## src/rtl/alu_share_pkg.sv

```systemverilog
// Shared definitions for alu_share_arbiter: ALU function codes and the
// arbiter FSM state encoding.
package alu_share_pkg;

    typedef enum logic [3:0] {
        FN_ADD  = 4'd0,
        FN_SL   = 4'd1,
        FN_SEQ  = 4'd2,
        FN_SNE  = 4'd3,
        FN_XOR  = 4'd4,
        FN_SR   = 4'd5,
        FN_OR   = 4'd6,
        FN_AND  = 4'd7,
        FN_SUB  = 4'd10,
        FN_SRA  = 4'd11,
        FN_SLT  = 4'd12,
        FN_SGE  = 4'd13,
        FN_SLTU = 4'd14,
        FN_SGEU = 4'd15
    } alu_fn_e;

    typedef enum logic [1:0] {
        IDLE = 2'd0,
        EXEC = 2'd1,
        RESP = 2'd2
    } state_e;

endpackage

```

## src/rtl/alu_share_rr_pick.sv

```systemverilog
// Combinational round-robin picker: first valid index at or above rr,
// wrapping modulo NUM_REQ, returned both one-hot and as an index.
module alu_share_rr_pick #(
    parameter int NUM_REQ = 2,
    parameter int ID_W    = 1
) (
    input  logic [NUM_REQ-1:0] valid,
    input  logic [ID_W-1:0]    rr,
    output logic [NUM_REQ-1:0] grant,
    output logic [ID_W-1:0]    idx,
    output logic               any
);

    logic [2*NUM_REQ-1:0] doubled;
    logic [NUM_REQ-1:0]   rotated;
    int                   pos;

    // Rotating a doubled copy right by rr puts requester rr at bit 0, so the
    // lowest set bit of the rotated vector is the round-robin winner.
    always_comb begin
        // NOTE: every output of a combinational block gets a default first so
        // no path leaves it unassigned, which would infer a latch.
        grant   = '0;
        doubled = {valid, valid};
        rotated = NUM_REQ'(doubled >> rr);
        any     = |valid;
        pos     = 0;
        for (int k = NUM_REQ - 1; k >= 0; k--) begin
            if (rotated[k]) pos = k;
        end
        pos = pos + int'(rr);
        if (pos >= NUM_REQ) pos = pos - NUM_REQ;
        idx = ID_W'(pos);
        if (any) grant[idx] = 1'b1;
    end

endmodule

```

## src/rtl/alu_share_arbiter.sv

```systemverilog
// Round-robin arbiter sharing one single-cycle ALU between NUM_REQ requesters.
// Optional perf counters are enabled by defining ALU_SHARE_ARBITER_PERF_EN.
module alu_share_arbiter
    import alu_share_pkg::*;
#(
    parameter int NUM_REQ = 2,
    parameter int ID_W    = 1,
    parameter int XLEN    = 32
) (
    input  logic                    clk,
    input  logic                    reset,
    input  logic [NUM_REQ-1:0]      io_req_valid,
    output logic [NUM_REQ-1:0]      io_req_ready,
    input  logic [4*NUM_REQ-1:0]    io_req_fn,
    input  logic [NUM_REQ-1:0]      io_req_dw,
    input  logic [XLEN*NUM_REQ-1:0] io_req_in1,
    input  logic [XLEN*NUM_REQ-1:0] io_req_in2,
    output logic                    io_resp_valid,
    input  logic                    io_resp_ready,
    output logic [ID_W-1:0]         io_resp_id,
    output logic [XLEN-1:0]         io_resp_data,
    output logic                    io_resp_cmp,
    output logic [3:0]              io_alu_fn,
    output logic                    io_alu_dw,
    output logic [XLEN-1:0]         io_alu_in1,
    output logic [XLEN-1:0]         io_alu_in2,
    input  logic [XLEN-1:0]         io_alu_out,
    input  logic                    io_alu_cmp_out,
    output logic [31:0]             io_perf_busy,
    output logic [31:0]             io_perf_conflict
);

    state_e             state, state_nxt;
    logic [ID_W-1:0]    rr, pend_id, grant_idx;
    logic [NUM_REQ-1:0] grant;
    logic               any_valid, can_accept, accept;

    logic [3:0]      fn_arr  [NUM_REQ];
    logic [XLEN-1:0] in1_arr [NUM_REQ];
    logic [XLEN-1:0] in2_arr [NUM_REQ];

    for (genvar i = 0; i < NUM_REQ; i++) begin : g_unpack
        assign fn_arr[i]  = io_req_fn[4*i +: 4];
        assign in1_arr[i] = io_req_in1[XLEN*i +: XLEN];
        assign in2_arr[i] = io_req_in2[XLEN*i +: XLEN];
    end

    alu_share_rr_pick #(
        .NUM_REQ (NUM_REQ),
        .ID_W    (ID_W)
    ) u_pick (
        .valid (io_req_valid),
        .rr    (rr),
        .grant (grant),
        .idx   (grant_idx),
        .any   (any_valid)
    );

    // Holding reset also holds off acceptance so ready reads 0 during reset.
    assign can_accept    = reset && ((state == IDLE) || ((state == RESP) && io_resp_ready));
    assign accept        = can_accept && any_valid;
    assign io_req_ready  = can_accept ? grant : '0;
    assign io_resp_valid = (state == RESP);

    always_ff @(posedge clk or negedge reset) begin
        // NOTE: sequential state uses non-blocking assignments so every flop
        // samples pre-edge values regardless of statement order.
        if (!reset) state <= IDLE;
        else        state <= state_nxt;
    end

    always_comb begin
        state_nxt = state;
        unique case (state)
            IDLE:    if (accept) state_nxt = EXEC;
            EXEC:    state_nxt = RESP;
            RESP:    if (io_resp_ready) state_nxt = accept ? EXEC : IDLE;
            default: state_nxt = IDLE;
        endcase
    end

    always_ff @(posedge clk or negedge reset) begin
        if (!reset) begin
            io_alu_fn    <= '0;
            io_alu_dw    <= 1'b0;
            io_alu_in1   <= '0;
            io_alu_in2   <= '0;
            pend_id      <= '0;
            rr           <= '0;
            io_resp_id   <= '0;
            io_resp_data <= '0;
            io_resp_cmp  <= 1'b0;
        end else begin
            if (accept) begin
                io_alu_fn  <= fn_arr[grant_idx];
                io_alu_dw  <= io_req_dw[grant_idx];
                io_alu_in1 <= in1_arr[grant_idx];
                io_alu_in2 <= in2_arr[grant_idx];
                pend_id    <= grant_idx;
                rr         <= (grant_idx == ID_W'(NUM_REQ - 1)) ? '0 : grant_idx + 1'b1;
            end
            if (state == EXEC) begin
                io_resp_data <= io_alu_out;
                io_resp_cmp  <= io_alu_cmp_out;
                io_resp_id   <= pend_id;
            end
        end
    end

`ifdef ALU_SHARE_ARBITER_PERF_EN
    // v & (v - 1) is nonzero exactly when two or more valid bits are set.
    logic contended;
    assign contended = (io_req_valid & (io_req_valid - 1'b1)) != '0;

    always_ff @(posedge clk or negedge reset) begin
        if (!reset) begin
            io_perf_busy     <= '0;
            io_perf_conflict <= '0;
        end else begin
            if (state != IDLE)          io_perf_busy     <= io_perf_busy + 32'd1;
            if (accept && contended)    io_perf_conflict <= io_perf_conflict + 32'd1;
        end
    end
`else
    assign io_perf_busy     = '0;
    assign io_perf_conflict = '0;
`endif

endmodule

```

## config.mk

```make
export PLATFORM = sky130hd
export DESIGN_NAME = alu_share_arbiter
export DESIGN_NICKNAME = d
export VERILOG_FILES = /design/src/rtl/alu_share_pkg.sv /design/src/rtl/alu_share_rr_pick.sv /design/src/rtl/alu_share_arbiter.sv
export SDC_FILE = /design/constraint.sdc
export NUM_CORES = 1
export LEC_CHECK = 0
export ABC_AREA = 1
export CORE_MARGIN = 10
export CORE_UTILIZATION = 35
export CTS_BUF_LIST = sky130_fd_sc_hd__clkbuf_8
export DETAILED_ROUTE_END_ITERATION = 6
export GPL_TIMING_DRIVEN = 0
export PLACE_DENSITY = 0.85
export SLEW_MARGIN = 20
export SYNTH_ARGS = -nofsm -noshare
export SYNTH_HDL_FRONTEND = slang
export SYNTH_HIERARCHICAL = 1
export SYNTH_SLANG_ARGS = --single-unit
```

## constraint.sdc

```tcl
create_clock -name clk -period 1.73 [get_ports clk]
set_clock_uncertainty 0.1 [all_clocks]
set_input_delay 0.173 -clock clk [delete_from_list [all_inputs] [get_ports clk]]
set_output_delay 0.173 -clock clk [all_outputs]
set_load 0.01 [all_outputs]
```

==> impl_metrics.py <==
metrics = {
    "critical_path": {
        "end_kind": "flop",
        "critical_path_class": "reg -> reg",
        "slowest_stage": "dfrtp_1",
        "start_kind": "flop",
        "worstPathRequired_ns": 1.94,
        "worstPathMaxFanout": 10,
        "reg2reg_depth": 8,
        "worstPathCellList": "nand2_1 -> a21oi_1 -> clkbuf_4 -> buf_2 -> nand2_1 -> nand2_1 -> nand3_1 -> nand2_1",
        "crit_family": "buffers and inverters",
        "cpPeakStageDelay_ns": 0.43,
        "ff2ff_setup_slack_ns": 0.07,
        "cp.arrival_ns": 1.87,
        "reg2reg_to": "io_alu_in2[31]$_DFFE_PN0P_",
        "reg2reg_from": "rr$_DFFE_PN0P_",
        "worst-path-buf-inv": 2,
        "cp_common_cell": "nand2_1",
    },
    "cells_and_area": {
        "drive_gt1_share_pct": 13.1,
        "final_common_cell": "nand2_1",
        "n_antenna_cell": 0,
        "mostFrequentLayoutCells": "nand2_1 (419), clkdlybuf4s50_1 (277), dfrtp_1 (107), nand3_1 (103), buf_4 (73)",
        "fin_util_pct": 59.1,
        "final_area_um2": 9460,
        "fillers": 1435,
        "nNetsFinal": 1308,
        "area_growth_pct": 64.4,
    },
    "place": {
        "io_buffers": 281,
        "hpwl_um": 18100,
        "routabilityCongestion": 0.811,
        "placed_area_um2": 9100,
    },
    "route": {
        "routed_wl_um": 22900,
        "avgRoutedWirePerCell_um": 16.9,
        "firstDrtPassIters": 5,
        "drc": 0,
        "drt_iter0_markers": 327,
        "postRouteAntennaNets": 0,
        "viasPerCell": 4.50,
        "vias": 6091,
    },
    "synthesis": {
        "syn_avg_cell_area_um2": 7.47,
        "ys.flop_type": "dfrtp_1",
        "synthDistinctLibCells": 21,
        "synthCells": 770,
        "async_reset_ff_share_pct": 100,
        "synth_edf_count": 0,
        "syn_area_um2": 5750,
        "ys_ff_latch": 107,
        "yosysWarnings": 6,
        "yosysSeqAreaShare_pct": 46.5,
    },
    "floorplan": {
        "ios": 346,
        "initial_core_util_pct": 36.0,
        "num_rows": 46,
        "core-area_um2": 16000,
        "die-width_um": 148,
        "die_y_um": 148,
        "dieArea_um2": 22000,
    },
    "hold_path": {
        "hold_path.class": "in -> async",
    },
    "global_route": {
        "grt_pass1_vias": 6215,
        "antenna_found_initial": 0,
        "grt.overflow.total": 0,
        "grt_max_degree": 50,
        "grt_pass1_wl_um": 34700,
        "grtUsageTotal_pct": 20.1,
    },
    "timing": {
        "fmax_mhz": 604,
        "holdWs_ns": -0.426,
        "min_period_ns": 1.66,
        "report.final.hold_viol_count": 47,
        "fin_crit_sh_pct": 95.7,
        "setup-violations-final": 0,
        "setup_tns_ns": 0,
        "drv_slew": 0,
    },
    "clocking": {
        "htreeDepth": 3,
        "clock-sinks": 107,
        "cts_max_path_buffers": 2,
        "clk_pin_slew_ns": 0.11,
        "cts_root_buf": "clkbuf_8",
        "cts_buffers": 9,
        "cts_hold_buffers": 1,
        "insertion_delay_ns": 0.37,
        "cts_tree": "yes",
    },
    "flow_run": {
        "maxCapViolCount": 0,
    },
    "power_and_ir_drop": {
        "ir_worst_vdd_v": 0.000500,
        "p_leak_nw": 4.96,
        "cellPowerDensity_nw_per_um2": 1070,
    },
    "run_status": {
        "status": "complete, but fails checks",
        "violations": "negative hold slack",
    },
}
stage by stage:
stage	total power, W	setup WS [ns]	cells
floorplan	0.00563	0.412	833
global placement	0.00816	-4.59	1330
detailed placement	0.00829	-0.886	1331
CTS	0.0102	-0.0207	1354
global route	0.0108	-0.00144	1353
finish	0.0101	0.0744	1353
routing by layer:
| layer | GRT usage, % | up-vias | part of all wire, % |
|---|---|---|---|
| met4 | 5.30 | 0 | 1.6 |
| met1 | 21.8 | 2802 | 37 |
| li1 | - | 2975 | - |
| met2 | 36.2 | 282 | 51 |
| met5 | 0 | - | 0 |
| met3 | 6.95 | 32 | 9.7 |
flip-flops by register name, indices dropped and copies added, names as in the netlist:
signal,flops
io_alu_in1,32
io_resp_data,32
io_alu_dw,1
pend_id,1
state,2
io_resp_cmp,1
io_resp_id,1
io_alu_fn,4
rr,1
io_alu_in2,32
cells in the mapped netlist (3+ instances only):
| master | n | area [µm²] |
|---|---|---|
| inv_1 | 7 | 26.3 |
| dfrtp_1 | 107 | 2680 |
| nand3_1 | 103 | 515 |
| nand2_1 | 419 | 1570 |
| buf_2 | 29 | 145 |
| buf_6 | 14 | 158 |
| buf_4 | 65 | 488 |
| clkbuf_1 | 3 | 11.3 |
| inv_2 | 4 | 15.0 |
| a21oi_1 | 3 | 15.0 |
timing repair:
item,in CTS,in global routing
setup endpoints to repair,14,65
setup buffers,6,0
cloned,1,0
hold endpoints to repair,76,47
pin swaps,1,1
gates resized for setup,23,7
cells by family after synthesis:
| group | share of synthesized area (%) |
|---|---|
| compound gates | 0.348 |
| buf+inv | 14.7 |
| other cells | 0.0652 |
| simple gates | 38.3 |
| flops | 46.5 |
area by class of cell:
class / instances / area [µm²] / share of cell area, %
Sequential cell: 107 / 2680 / 28.3
Clock inverter: 6 / 96.3 / 1.02
Timing Repair Buffer: 290 / 2940 / 31.1
Buffer: 109 / 813 / 8.60
Clock buffer: 10 / 138 / 1.46
Tap cell: 216 / 270 / 2.86
Multi-Input combinational cell: 603 / 2470 / 26.1
Inverter: 12 / 52.6 / 0.556
where the power goes:
part           switching (W)  internal, W  leakage (nW)
logic                0.00221      0.00238          3.51
clock network       0.000924     0.000874         0.115
registers           0.000449      0.00326          1.33
total                0.00358      0.00651          4.96
worst max-delay path by stage:
stage | startpoint | end | cells after the start
finish | rr$_DFFE_PN0P_ | io_alu_in2[31]$_DFFE_PN0P_ | 8
global route | rr$_DFFE_PN0P_ | io_alu_in1[20]$_DFFE_PN0P_ | 9
CTS | state[1]$_DFFE_PN0P_ | io_req_ready[0] | 7
detailed placement | reset | io_req_ready[0] | 8
global placement | reset | io_req_ready[0] | 7
floorplan | rr$_DFFE_PN0P_ | io_alu_fn[0]$_DFFE_PN0P_ | 9
Note: power is estimated with default switching activity, not from simulation.
==> variant (same settings) <==
Build with the macro `ALU_SHARE_ARBITER_PERF_EN` defined.
--- a/src/rtl/alu_share_arbiter.sv
+++ b/src/rtl/alu_share_arbiter.sv
@@ -1,5 +1,7 @@
 // Round-robin arbiter sharing one single-cycle ALU between NUM_REQ requesters.
 // Optional perf counters are enabled by defining ALU_SHARE_ARBITER_PERF_EN.
+`define ALU_SHARE_ARBITER_PERF_EN
+
 module alu_share_arbiter
     import alu_share_pkg::*;
 #(
Behaviour: not the same (Yosys sat finds a counterexample within 4 cycles, from zero or initial values and one cycle with reset low).
==> variant against the original RTL <==
- the flow still finishes with violations (hold timing)
- sequential power increased by 50%
- first-iteration DRC count increased by 71%
- die area increased by 32%
- sequential cell count increased by 64
- worst hold slack got worse by 0.094 ns
- count of clock-buffer cells in the layout increased by 8
- via count increased by 30%
- final area increased by 36%
- total power increased by 35%
- synthesized area increased by 38%
- wire length increased by 31%
- worst setup slack got worse by 0.030 ns
- synthesized cell count increased by 20%
- critical endpoint is now io_perf_conflict[24]
- highest routed layer unchanged
==> variant: results (changes against the original RTL) <==
vias in the first global route=8472 (+36%); top_reg_cell synth=dfrtp_1; insertion delay to the later sink of the worst-skew pair=0.43 ns (+0.06 ns); failing checks=hold timing; RR Endpoint=io_perf_conflict[24]; Netlist cell types=25 (+19%); register area share after synthesis=0.5408 (+0.07538); # H-tree levels=4 (+1); antenna violations before repair=3 (+3); endpoints failing hold=132 (+180%); DR pass1 iterations=6 (+1); GR Util All Layers=0.2001 (-0.0006006); vias=7948 (+30%); pins over their slew limit=0 (unchanged); share of cells above drive strength 1=0.1388 (+0.007759); switching part of the total=0.3178 (-0.03674); Placer Congestion=0.8739 (+7.8%); pre-CTS setup slack=-1.114 ns (-0.2280 ns); Num CTS Buffers=17 (+8); r2r startpoint=state[0]; hold buffers post-CTS=2 (+1); Starting DRT DRC Count=560 (+71%); largest net degree at the start of global routing=49 (-2.0%); nets=1505 (+15%); Post-DP Area=11750 µm² (+29%); top cells by area, synth=dfrtp_1, nand2_1, nand3_1; clock slew at the register clock pins of the worst setup and hold paths=0.10 ns; Pleak=6.349 nW (+28%); CTS Buffer Depth=2 (unchanged); # port buffers=345 (+23%); CTS root buf=clkbuf_8; syn_nets=1101; reg-to-reg slack, setup=0.04 ns (-0.03 ns); first-pass GRT wire length=45.64 mm (+32%); CP arrival=1.92 ns (+0.05 ns); top cells by count, synth=nand2_1, dfrtp_1, nand3_1; VDD IR max=612.0 µV (+22%); R2R depth=7 (-1); Total Wirelength=29.95 mm (+31%); WHS=-0.5207 ns (-0.09445 ns); Least-Margin Pin Slew=0.3504 ns; synth warn=6 (unchanged); status=complete, but fails checks; crit-path max FO=9 (-1); Post-DP HPWL=22.47 mm (+24%)
variant: worst max path at each step:
| stage | startpoint | end | slack (ns) | cells after the start |
|---|---|---|---|---|
| global placement | reset | io_alu_in2[12] | -7.04 | 8 |
| finish | state[0] | io_perf_conflict[24] | 0.04 | 7 |
| detailed placement | reset | io_alu_in2[12] | -1.11 | 9 |
| global route | state[0] | io_perf_conflict[20] | -0.06 | 6 |
| floorplan | io_perf_conflict[0] | io_perf_conflict[30] | 0.07 | 8 |
| CTS | io_perf_conflict[10] | io_perf_conflict[10] | 0.0005 | 1 |
variant: cell type report:
cell class	count	area, µm²
inverter	61	229.0
multi-input combinational	662	3433
clock buffer	18	247.7
sequential	171	4293
clock inverter	14	229.0
buffer	29	210.2
antenna	2	5.005
fill	1853	9124
timing repair buffer	385	3905
tap	280	350.3
variant: power groups by stage:
stage	clock [mW]	sequential (mW)	combinational [mW]
after floorplan	0	5.99	1.24
after global placement	0	5.58	4.56
after detailed placement	0	5.62	4.64
after CTS	3.52	5.55	4.65
after global routing	3.67	5.69	5.03
final	3.43	5.57	4.66
variant: metrics by stage:
stage	power, mW	instances
2_1_floorplan	7.228	923
3_3_place_gp	10.14	1548
3_5_place_dp	10.26	1549
4_1_cts	13.72	1612
5_1_grt	14.39	1622
6_report	13.67	1622
variant: critical path: stages, from the launching register on:
cell,delay (ns)
dfrtp_2,0.46
nor2_4,0.16
buf_4,0.14
nand4_4,0.21
nor2_4,0.28
nand3_1,0.10
nand2_1,0.07
nand2_1,0.05
variant: cells by family (layout without fill, tap and decap cells):
| kind of cell | after synthesis | count (layout) | share of synthesized area |
|---|---|---|---|
| AND/OR/NAND/NOR | 572 | 572 | 0.3065 |
| buffers and inverters | 90 | 507 | 0.04728 |
| XOR/XNOR | 36 | 36 | 0.03985 |
| adder cells (fa/ha/maj) | 2 | 2 | 0.003162 |
| other | 0 | 2 | 0 |
| AO/OA/AOI/OAI | 19 | 19 | 0.01550 |
| multiplexers | 33 | 33 | 0.04696 |
| flip-flops | 171 | 171 | 0.5408 |
variant: per-layer routing:
layer | vias up | global-route usage | wire length, µm
met3 | 49 | 0.07219 | 2381
met5 | - | 0 | 0
li1 | 3752 | - | -
met2 | 339 | 0.3623 | 16000
met1 | 3808 | 0.2073 | 10760
met4 | 0 | 0.07551 | 804
variant: repair_timing:
item                                    CTS  global route
endpoints found under the setup margin  172           176
hold endpoints to repair                171           132
gates cloned                              2             0
buffers inserted                         27             8
pin swaps                                 3             7
gates resized for setup                  79           100
